[src/rtl/debounce_events.sv]
// debounce_events
//   Multi-channel switch/key debouncer and event generator. Every channel is
//   passed through a 2-FF synchroniser, optionally inverted (active-low pins),
//   then qualified against a shared prescaled timebase. Each channel produces a
//   debounced level plus single-cycle press, release and long-press pulses.
//
//   Optional feature macro: DEBOUNCE_AUTOREPEAT_EN
//     defined   : after long_press, repeat_pulse fires every REPEAT_TICKS ticks
//                 while the channel stays pressed.
//     undefined : repeat_pulse is tied to 0 and no repeat counters exist.
//
// Ports
//   clk          system clock
//   reset        synchronous, active-high reset
//   button_in    raw asynchronous pin levels, one bit per channel
//   state        debounced level (1 = pressed/on after inversion)
//   rise         1-cycle pulse on state 0->1
//   fall         1-cycle pulse on state 1->0
//   long_press   1-cycle pulse once state has been 1 for LONG_TICKS ticks
//   repeat_pulse 1-cycle auto-repeat pulse (0 unless DEBOUNCE_AUTOREPEAT_EN)
module debounce_events #(
  parameter int unsigned       NUM_CH       = 22,
  parameter int unsigned       TICK_DIV     = 2500,
  parameter int unsigned       STABLE_TICKS = 4,
  parameter int unsigned       LONG_TICKS   = 20000,
  parameter int unsigned       REPEAT_TICKS = 4000,
  parameter logic [NUM_CH-1:0] INVERT_MASK  = 22'h00000F
) (
  input  logic              clk,
  input  logic              reset,
  input  logic [NUM_CH-1:0] button_in,
  output logic [NUM_CH-1:0] state,
  output logic [NUM_CH-1:0] rise,
  output logic [NUM_CH-1:0] fall,
  output logic [NUM_CH-1:0] long_press,
  output logic [NUM_CH-1:0] repeat_pulse
);

  localparam int unsigned PW = (TICK_DIV > 1) ? $clog2(TICK_DIV) : 1;
  localparam int unsigned CW = $clog2(STABLE_TICKS + 1);
  localparam int unsigned HW = $clog2(LONG_TICKS + 1);

  localparam logic [PW-1:0] TICK_LAST  = PW'(TICK_DIV - 1);
  localparam logic [CW-1:0] STABLE_MAX = CW'(STABLE_TICKS);
  localparam logic [HW-1:0] LONG_MAX   = HW'(LONG_TICKS);
  localparam logic [HW-1:0] LONG_LAST  = HW'(LONG_TICKS - 1);

  if (TICK_DIV < 1 || STABLE_TICKS < 1 || LONG_TICKS <= STABLE_TICKS ||
      REPEAT_TICKS < 1) begin : g_bad_params
    $error("debounce_events: illegal parameter combination");
  end

  logic [PW-1:0]     pre;
  logic              tick;
  logic [NUM_CH-1:0] sync1, sync2, s, prev;
  logic [NUM_CH-1:0] accept;
  logic [NUM_CH-1:0] release_now;
  logic [CW-1:0]     cnt  [NUM_CH];
  logic [HW-1:0]     hold [NUM_CH];

  // Shared timebase; with TICK_DIV == 1 the counter stays at 0 and tick is
  // permanently high.
  assign tick = (pre == TICK_LAST);

  always_ff @(posedge clk) begin
    if (reset || tick) pre <= '0;
    else               pre <= pre + PW'(1);
  end

  // Synchroniser resets to the idle pin level so inverted channels do not see
  // a spurious edge on reset release.
  always_ff @(posedge clk) begin
    if (reset) begin
      sync1 <= INVERT_MASK;
      sync2 <= INVERT_MASK;
      prev  <= '0;
    end else begin
      sync1 <= button_in;
      sync2 <= sync1;
      prev  <= s;
    end
  end

  assign s = sync2 ^ INVERT_MASK;

  always_comb begin
    accept = '0;
    for (int unsigned i = 0; i < NUM_CH; i++)
      accept[i] = (cnt[i] == STABLE_MAX) && (s[i] == prev[i]) && (s[i] != state[i]);
  end

  assign release_now = accept & ~s;

  always_ff @(posedge clk) begin
    if (reset) begin
      state      <= '0;
      rise       <= '0;
      fall       <= '0;
      long_press <= '0;
      for (int unsigned i = 0; i < NUM_CH; i++) begin
        cnt[i]  <= '0;
        hold[i] <= '0;
      end
    end else begin
      // accept[i] already implies s[i] != state[i], so the update is a toggle.
      state <= state ^ accept;
      rise  <= accept & s;
      fall  <= release_now;
      for (int unsigned i = 0; i < NUM_CH; i++) begin
        if (s[i] != prev[i])
          cnt[i] <= '0;
        else if (tick && cnt[i] < STABLE_MAX)
          cnt[i] <= cnt[i] + CW'(1);

        // long_press fires on the same edge that hold saturates, so it cannot
        // repeat until hold is cleared by a release.
        long_press[i] <= 1'b0;
        if (!state[i] || release_now[i]) begin
          hold[i] <= '0;
        end else if (tick && hold[i] < LONG_MAX) begin
          hold[i] <= hold[i] + HW'(1);
          long_press[i] <= (hold[i] == LONG_LAST);
        end
      end
    end
  end

`ifdef DEBOUNCE_AUTOREPEAT_EN
  localparam int unsigned   RW       = (REPEAT_TICKS > 1) ? $clog2(REPEAT_TICKS) : 1;
  localparam logic [RW-1:0] REP_LAST = RW'(REPEAT_TICKS - 1);

  logic [RW-1:0] rep [NUM_CH];

  // Counting starts on the first tick after hold saturated, so the first
  // repeat lands exactly REPEAT_TICKS ticks after long_press.
  always_ff @(posedge clk) begin
    if (reset) begin
      repeat_pulse <= '0;
      for (int unsigned i = 0; i < NUM_CH; i++) rep[i] <= '0;
    end else begin
      for (int unsigned i = 0; i < NUM_CH; i++) begin
        repeat_pulse[i] <= 1'b0;
        if (!state[i] || release_now[i]) begin
          rep[i] <= '0;
        end else if (tick && hold[i] == LONG_MAX) begin
          if (rep[i] == REP_LAST) begin
            rep[i]          <= '0;
            repeat_pulse[i] <= 1'b1;
          end else begin
            rep[i] <= rep[i] + RW'(1);
          end
        end
      end
    end
  end
`else
  assign repeat_pulse = '0;
`endif

endmodule

[config.mk]
export PLATFORM = sky130hd
export DESIGN_NAME = debounce_events
export DESIGN_NICKNAME = d
export VERILOG_FILES = /design/src/rtl/debounce_events.sv
export SDC_FILE = /design/constraint.sdc
export NUM_CORES = 1
export LEC_CHECK = 0
export CORE_ASPECT_RATIO = 1.2
export CORE_MARGIN = 2
export CORE_UTILIZATION = 40
export CTS_CLUSTER_SIZE = 24
export DETAILED_ROUTE_END_ITERATION = 10
export GPL_TIMING_DRIVEN = 0
export PLACE_DENSITY = 0.64
export REMOVE_ABC_BUFFERS = 1
export SLEW_MARGIN = 0
export SYNTH_ARGS = -nofsm -noshare
export SYNTH_HDL_FRONTEND = slang
export SYNTH_SLANG_ARGS = --single-unit
export TNS_END_PERCENT = 50
[constraint.sdc]
create_clock -name clk -period 5.1 [get_ports clk]
set_input_delay 0.51 -clock clk [delete_from_list [all_inputs] [get_ports clk]]
set_output_delay 0.51 -clock clk [all_outputs]
set_load 0.02 [all_outputs]
==> summary.md, run 1 <==
| Metric | Value |
|---|---|
| Fin. max-slew vios | 0 |
| Worst-case clock skew | 0.0206 ns |
| Gr busiest metal | met2 |
| Worst vdd rail ir drop | ~230 µV |
| GRT Overall Usage | 14.9% |
| CP arrival | between 3 and 4 ns |
| Final WL | approximately 52000 µm |
| Status | finished clean |
| Reg area | 0.0152 mm² |
| Min cycle time layout | 3.39 ns |
| Mapped Area | roughly 0.027 mm² |
| Clock Tree Root | clkbuf_16 |
| Area delta synth->final | 15.6% |
| Reg clk slew, reported paths | 0.06 ns |
| Commonest cells after routing, fill and taps aside | nor2_1 (400), edfxtp_1 (396), dfxtp_1 (166) |
| Max-Cap Viols | 0 |
| ANT cells | 0 |
| Via density | 5.17 |
| P_leak | 10.8 nW |
| FP Rows | 104 |
| M1 GR Usage | 19.1% |
| Relative slew margins | 26.9% |
| Antenna Violating Nets Remaining | 0 |
| Chip Height | 289 µm |
| CTS tree | yes |
| Post-synth ARST share | 0% |
| First-pass GRT wire length | 87300 µm |
| Top fanout value on the critical path | 28 |
| Vias after detailed routing | between 15000 and 20000 |
| CTS Hold Buffers Added | 0 |
| IO Pins | 134 |
| Yosys top cell by area | edfxtp_1 |
| Post-cts gate resize count | 0 |
| Vias in the first global route | 18600 |
| H-tree depth | 2 |
| Final worst slack | 1.71 ns |
| Main synth FF type | edfxtp_1 |
| Pre-antenna DRT Iters | 6 |
| Final Cycle Share | 66.4% |
| Dpl hpwl | 34300 µm |
| Fmax | about 300 MHz |
| Footprint of the multi-input gates | ~0.011 mm² |
| Grt total ovfl | 0 |
| Fin Setup TNS | 0 ns |
| Final Wtd Congestion | 0.821 |
| Synthesis Warnings | 0 |
| Power Total | 0.00979 W |
| Met2 global-route usage | 25.7% |
| Wirelength per Cell | roughly 14 µm |
| Die span in x | roughly 240 µm |
| Nets | 2753 |
| Leading cell types by total area after synthesis | edfxtp_1 (44%), dfxtp_1 (12%), nor2_1 (5.6%) |
| Unique masters post-synth | 55 |
| Commonest non-fill, non-tap cell in the layout | nor2_1 |
| Synth Instances | 2554 |
| Met3 Use GR | between 2 and 2.5% |
| Die Area | 0.0697 mm² |
| Yosys top cell area share | 44.0% |
| Fill cell count | 6068 |
| Avg Cell Area, Syn | 10.6 µm² |
| Clock Path Buffers | 3 |
| Yosys reg bits | between 500 and 600 |
| DR iter-0 viols | 1059 |
| Seq/Total Area, Yosys | between 50% and 60% |
| CTS buffer count | 61 |
| Clock Latency Late Sink | 0.61 ns |
| WS Path Type | register to register |
| Crit. End Element | register |
| Largest net degree at the start of global routing | 97 |
| Final Setup Violations | 0 |
| Starting Density | between 40% and 50% |
| DRC viols | 0 |
| Post-synth EDFFs | ~400 |
| Layout cells sized above 1 | 5.82% |
| Hold Violations, Final | 0 |
| TritonCTS Sinks | 562 |
| Hold Crit Class | primary input to register |
| Antenna violations before repair | 1 |
| IO Port Bufs | about 110 |
| Worst-Margin Slew | 1.09 ns |
| Worst EP required | 5.59 ns |
| Pwr dens | 313 mW/mm² |
| Crit start category | register |
| Pre-CTS WS | 1.34 ns |
| RSZ-0062 raised after global routing | false |
| Core Footprint | 0.0670 mm² |
| Post-CTS setup buffers | 0 |
-- where the power goes --
group	internal (W)	leakage (nW)	switching (W)	total (W)
clock network	0.00286	1.10	0.00183	0.00468
registers	0.00489	6.12	0.0000476	0.00494
logic	0.0000637	3.58	0.000106	0.000170
-- synth_stat cells (67+ instances only) --
cell type and count:
nor2_1 400, edfxtp_1 396, dfxtp_1 166, xnor2_1 155, xor2_1 137, nand3_1 134, nand2_1 117, inv_1 114
nor4_1 104, nand4_1 95, nor3_1 94, o21ai_0 89, ha_1 67
-- metrics by stage --
stage	util [%]	hold WS (ns)	std cells	area, µm²
2_1_floorplan	-	0.389	2476	26600
3_5_place_dp	43.3	0.396	3500	29000
4_1_cts	46.6	0.246	3616	31300
6_report	46.7	0.272	3616	31300
5_1_grt	46.7	0.265	3616	31300
3_3_place_gp	43.1	0.394	3488	28900
-- cell type report --
type | count | share of cell area, %
Inverter | 115 | 1.38
Multi-Input combinational cell | 1799 | 35.2
Tap cell | 901 | 3.61
Sequential cell | 562 | 48.7
Timing Repair Buffer | 123 | 4.05
Clock buffer | 99 | 6.69
Clock inverter | 17 | 0.388
-- worst max-delay path, stage by stage, from the launching register on --
cell and delay [ns]:
dfxtp_1 0.40, ha_1 0.28, nand4_1 0.24, or3_2 0.84
buf_12 0.30, or4_1 0.81, nor4_1 0.37
-- path summary, 6_finish.rpt --
path	from	to	slack, ns	cells after the start
min reg2reg	sync1[1]	sync2[1]	0.41	1
max reg2reg	pre[0]	long_press[20]	1.71	6
min	reset	sync2[18]	0.27	2
max	pre[0]	long_press[20]	1.71	6
-- per-layer routing --
metal | wire length, µm | vias up | share of wire [%]
li1 | - | 9316 | -
met1 | 23700 | 8988 | 45
met4 | 1200 | 0 | 2.3
met3 | 1910 | 84 | 3.7
met2 | 25300 | 302 | 49
met5 | 0 | - | 0
-- kinds of logic (layout without fill, tap and decap cells) --
| kind of cell | Yosys count | in the layout | share of synthesized area, % |
|---|---|---|---|
| XOR/XNOR | 292 | 292 | 9.45 |
| flip-flops | 562 | 562 | 56.2 |
| AND/OR/NAND/NOR | 1236 | 1236 | 23.7 |
| other | 1 | 22 | 0.0139 |
| adder cells (fa/ha/maj) | 67 | 67 | 3.10 |
| buffers and inverters | 214 | 354 | 3.45 |
| AO/OA/AOI/OAI | 182 | 182 | 4.07 |
-- flip-flops by register name, summed over array words and instances, names as in the netlist, named ones only --
name        flops
hold          330
cnt            66
fall           22
long_press     22
pre            12
rise           22
prev           22
sync2          22
sync1          22
Note: power is estimated with default switching activity, not from simulation.
==> run 2, diff against run 1 <==
==> constraint.sdc (replaced) <==
create_clock -name clk -period 3.32 [get_ports clk]
set_input_delay 0.332 -clock clk [delete_from_list [all_inputs] [get_ports clk]]
set_output_delay 0.332 -clock clk [all_outputs]
set_load 0.02 [all_outputs]
==> run 2 against run 1 <==
Against the previous run:
- first-iteration DRC count shrank 1.4%
- die area is the same
- critical endpoint is now long_press[12]
- sequential power up 53%
- register-to-register slack got worse by 1.5 ns
- via count up 0.35%
- sequential cell count is the same
- combinational power is 54% higher
- power is 54% higher
- clock skew rose by 0.00062 ns
==> summary.md, run 2 (synthesis gave the netlist of run 1 again) <==
| Metric | Value |
|---|---|
| Fmax | between 300 and 400 MHz |
| Max Used Layer | met4 |
| Reg clk slew, reported paths | about 0.06 ns |
| P_leak | 10.8 nW |
| H-tree depth | 2 |
| Pre-antenna DRT Iters | 5 |
| Grt total ovfl | 0 |
| Relative slew margins | 27.0% |
| Clock Path Buffers | 3 |
| Die span in x | 241 µm |
| Footprint of the multi-input gates | 0.0111 mm² |
| Max-Cap Viols | 0 |
| Final Cycle Share | about 95% |
| Final WL | 53100 µm |
| TritonCTS Sinks | 562 |
| CTS tree | yes |
| RSZ-0062 raised after global routing | true |
| Hold Crit Class | primary input to register |
| Hold Violations, Final | 0 |
| CTS Hold Buffers Added | 0 |
| Chip Height | slightly below 300 µm |
| Die Area | between 0.06 and 0.07 mm² |
| WS Path Type | register to register |
| Fin Setup TNS | 0 ns |
| CP arrival | between 3 and 4 ns |
| Pwr dens | between 400 and 500 mW/mm² |
| Largest regs | hold (330), cnt (66) |
| Met3 routed WL | 2110 µm |
| Worst-case clock skew | 0.0212 ns |
| Met1 WL | 24000 µm |
| Clock Tree Root | clkbuf_16 |
| DR iter-0 viols | about 1000 |
| Dpl hpwl | 34300 µm |
| Reg area | 0.0152 mm² |
| Layout Utilization | 46.7% |
| Vias after detailed routing | 18800 |
| Commonest non-fill, non-tap cell in the layout | nor2_1 |
| Fin. max-slew vios | 0 |
| WL met2 | 25800 µm |
| Max reg flops | 330 |
| Final Setup Violations | 0 |
| Largest net degree at the start of global routing | 97 |
| ANT cells | 0 |
| Largest register by flop count | hold |
| DRC viols | 0 |
| GRT Overall Usage | 14.9% |
| CTS buffer count | 61 |
| Fill cell count | 6066 |
| Worst EP required | 3.84 ns |
| Worst vdd rail ir drop | 360 µV |
| FP Rows | 104 |
| Via density | 5.19 |
| Area delta synth->final | 15.8% |
| Antenna violations before repair | 1 |
| Post-CTS setup buffers | 0 |
| Layout cells sized above 1 | 6.11% |
| Clock Latency Late Sink | 0.61 ns |
| IO Pins | 134 |
| IO Port Bufs | 111 |
| Worst-Margin Slew | 1.09 ns |
| Min cycle time layout | between 3 and 4 ns |
| Starting Density | 40.4% |
| Wirelength per Cell | 14.7 µm |
| First-pass GRT wire length | 87400 µm |
| Top fanout value on the critical path | 28 |
| Worst hold slack | ~0.10 ns |
| Nets | 2754 |
| Crit start category | register |
| Antenna Violating Nets Remaining | 0 |
| Vias in the first global route | 18600 |
| Commonest cells after routing, fill and taps aside | nor2_1 (400), edfxtp_1 (396), dfxtp_1 (166) |
| Status | finished clean |
| Core Footprint | 0.0670 mm² |
| Crit. End Element | register |
| Final Wtd Congestion | 0.821 |
-- run 2: cell count changes in the layout (fill, tap and decap cells not counted) --
cell,before,now
or3_2,1,0
nor4_2,0,2
or3_4,0,2
nor3_2,1,0
or4_1,16,14
or4_2,0,1
or3_1,14,13
or4_4,1,3
o21ai_2,0,2
nor4_1,104,102
o21ai_1,6,4
nor3_4,0,1
-- run 2: final timing paths --
check,startpoint,end,slack [ns],cells after the start
max,pre[0],long_press[12],0.18,5
min,reset,sync2[18],0.1,2
max reg2reg,pre[0],long_press[12],0.18,5
min reg2reg,sync1[1],sync2[1],0.41,1
-- run 2: repair_timing --
item                       CTS  global route
gates resized for setup      3             8
gates cloned                 0             1
setup endpoints to repair   36            28
pin swaps                    0             2
-- run 2: critical path, stage by stage, from the launching register on --
cell and delay [ns]:
dfxtp_1 0.40, ha_1 0.28, nand4_1 0.35, or4_4 0.91, or4_1 0.77, nor4_1 0.32
-- run 2: where the power goes --
| part | switching [W] | total [W] | internal, W |
|---|---|---|---|
| registers | 0.0000731 | 0.00758 | 0.00751 |
| logic | 0.000165 | 0.000262 | 0.0000979 |
| clock network | 0.00282 | 0.00720 | 0.00439 |
-- run 2: layout make-up --
class | instances | share of cell area (%)
Timing Repair Buffer | 123 | 4.04
Inverter | 115 | 1.38
Tap cell | 901 | 3.60
Sequential cell | 562 | 48.6
Multi-Input combinational cell | 1800 | 35.3
Clock buffer | 99 | 6.68
Clock inverter | 17 | 0.387
-- run 2: stage by stage --
stage          cell area [µm²]  instances  setup slack, ns  total power (W)
6_report                 31300       3617            0.182           0.0150
2_1_floorplan            26600       2476           -0.730          0.00786
4_1_cts                  31300       3616            0.125           0.0153
3_5_place_dp             29000       3500           -0.416          0.00799
3_3_place_gp             28900       3488            -7.43          0.00798
5_1_grt                  31300       3617          -0.0509           0.0156
-- run 2: metal layers --
layer	track usage (%)	up-vias
met3	2.47	85
met2	25.7	305
li1	-	9324
met5	0	-
met1	19.1	9042
met4	4.63	0
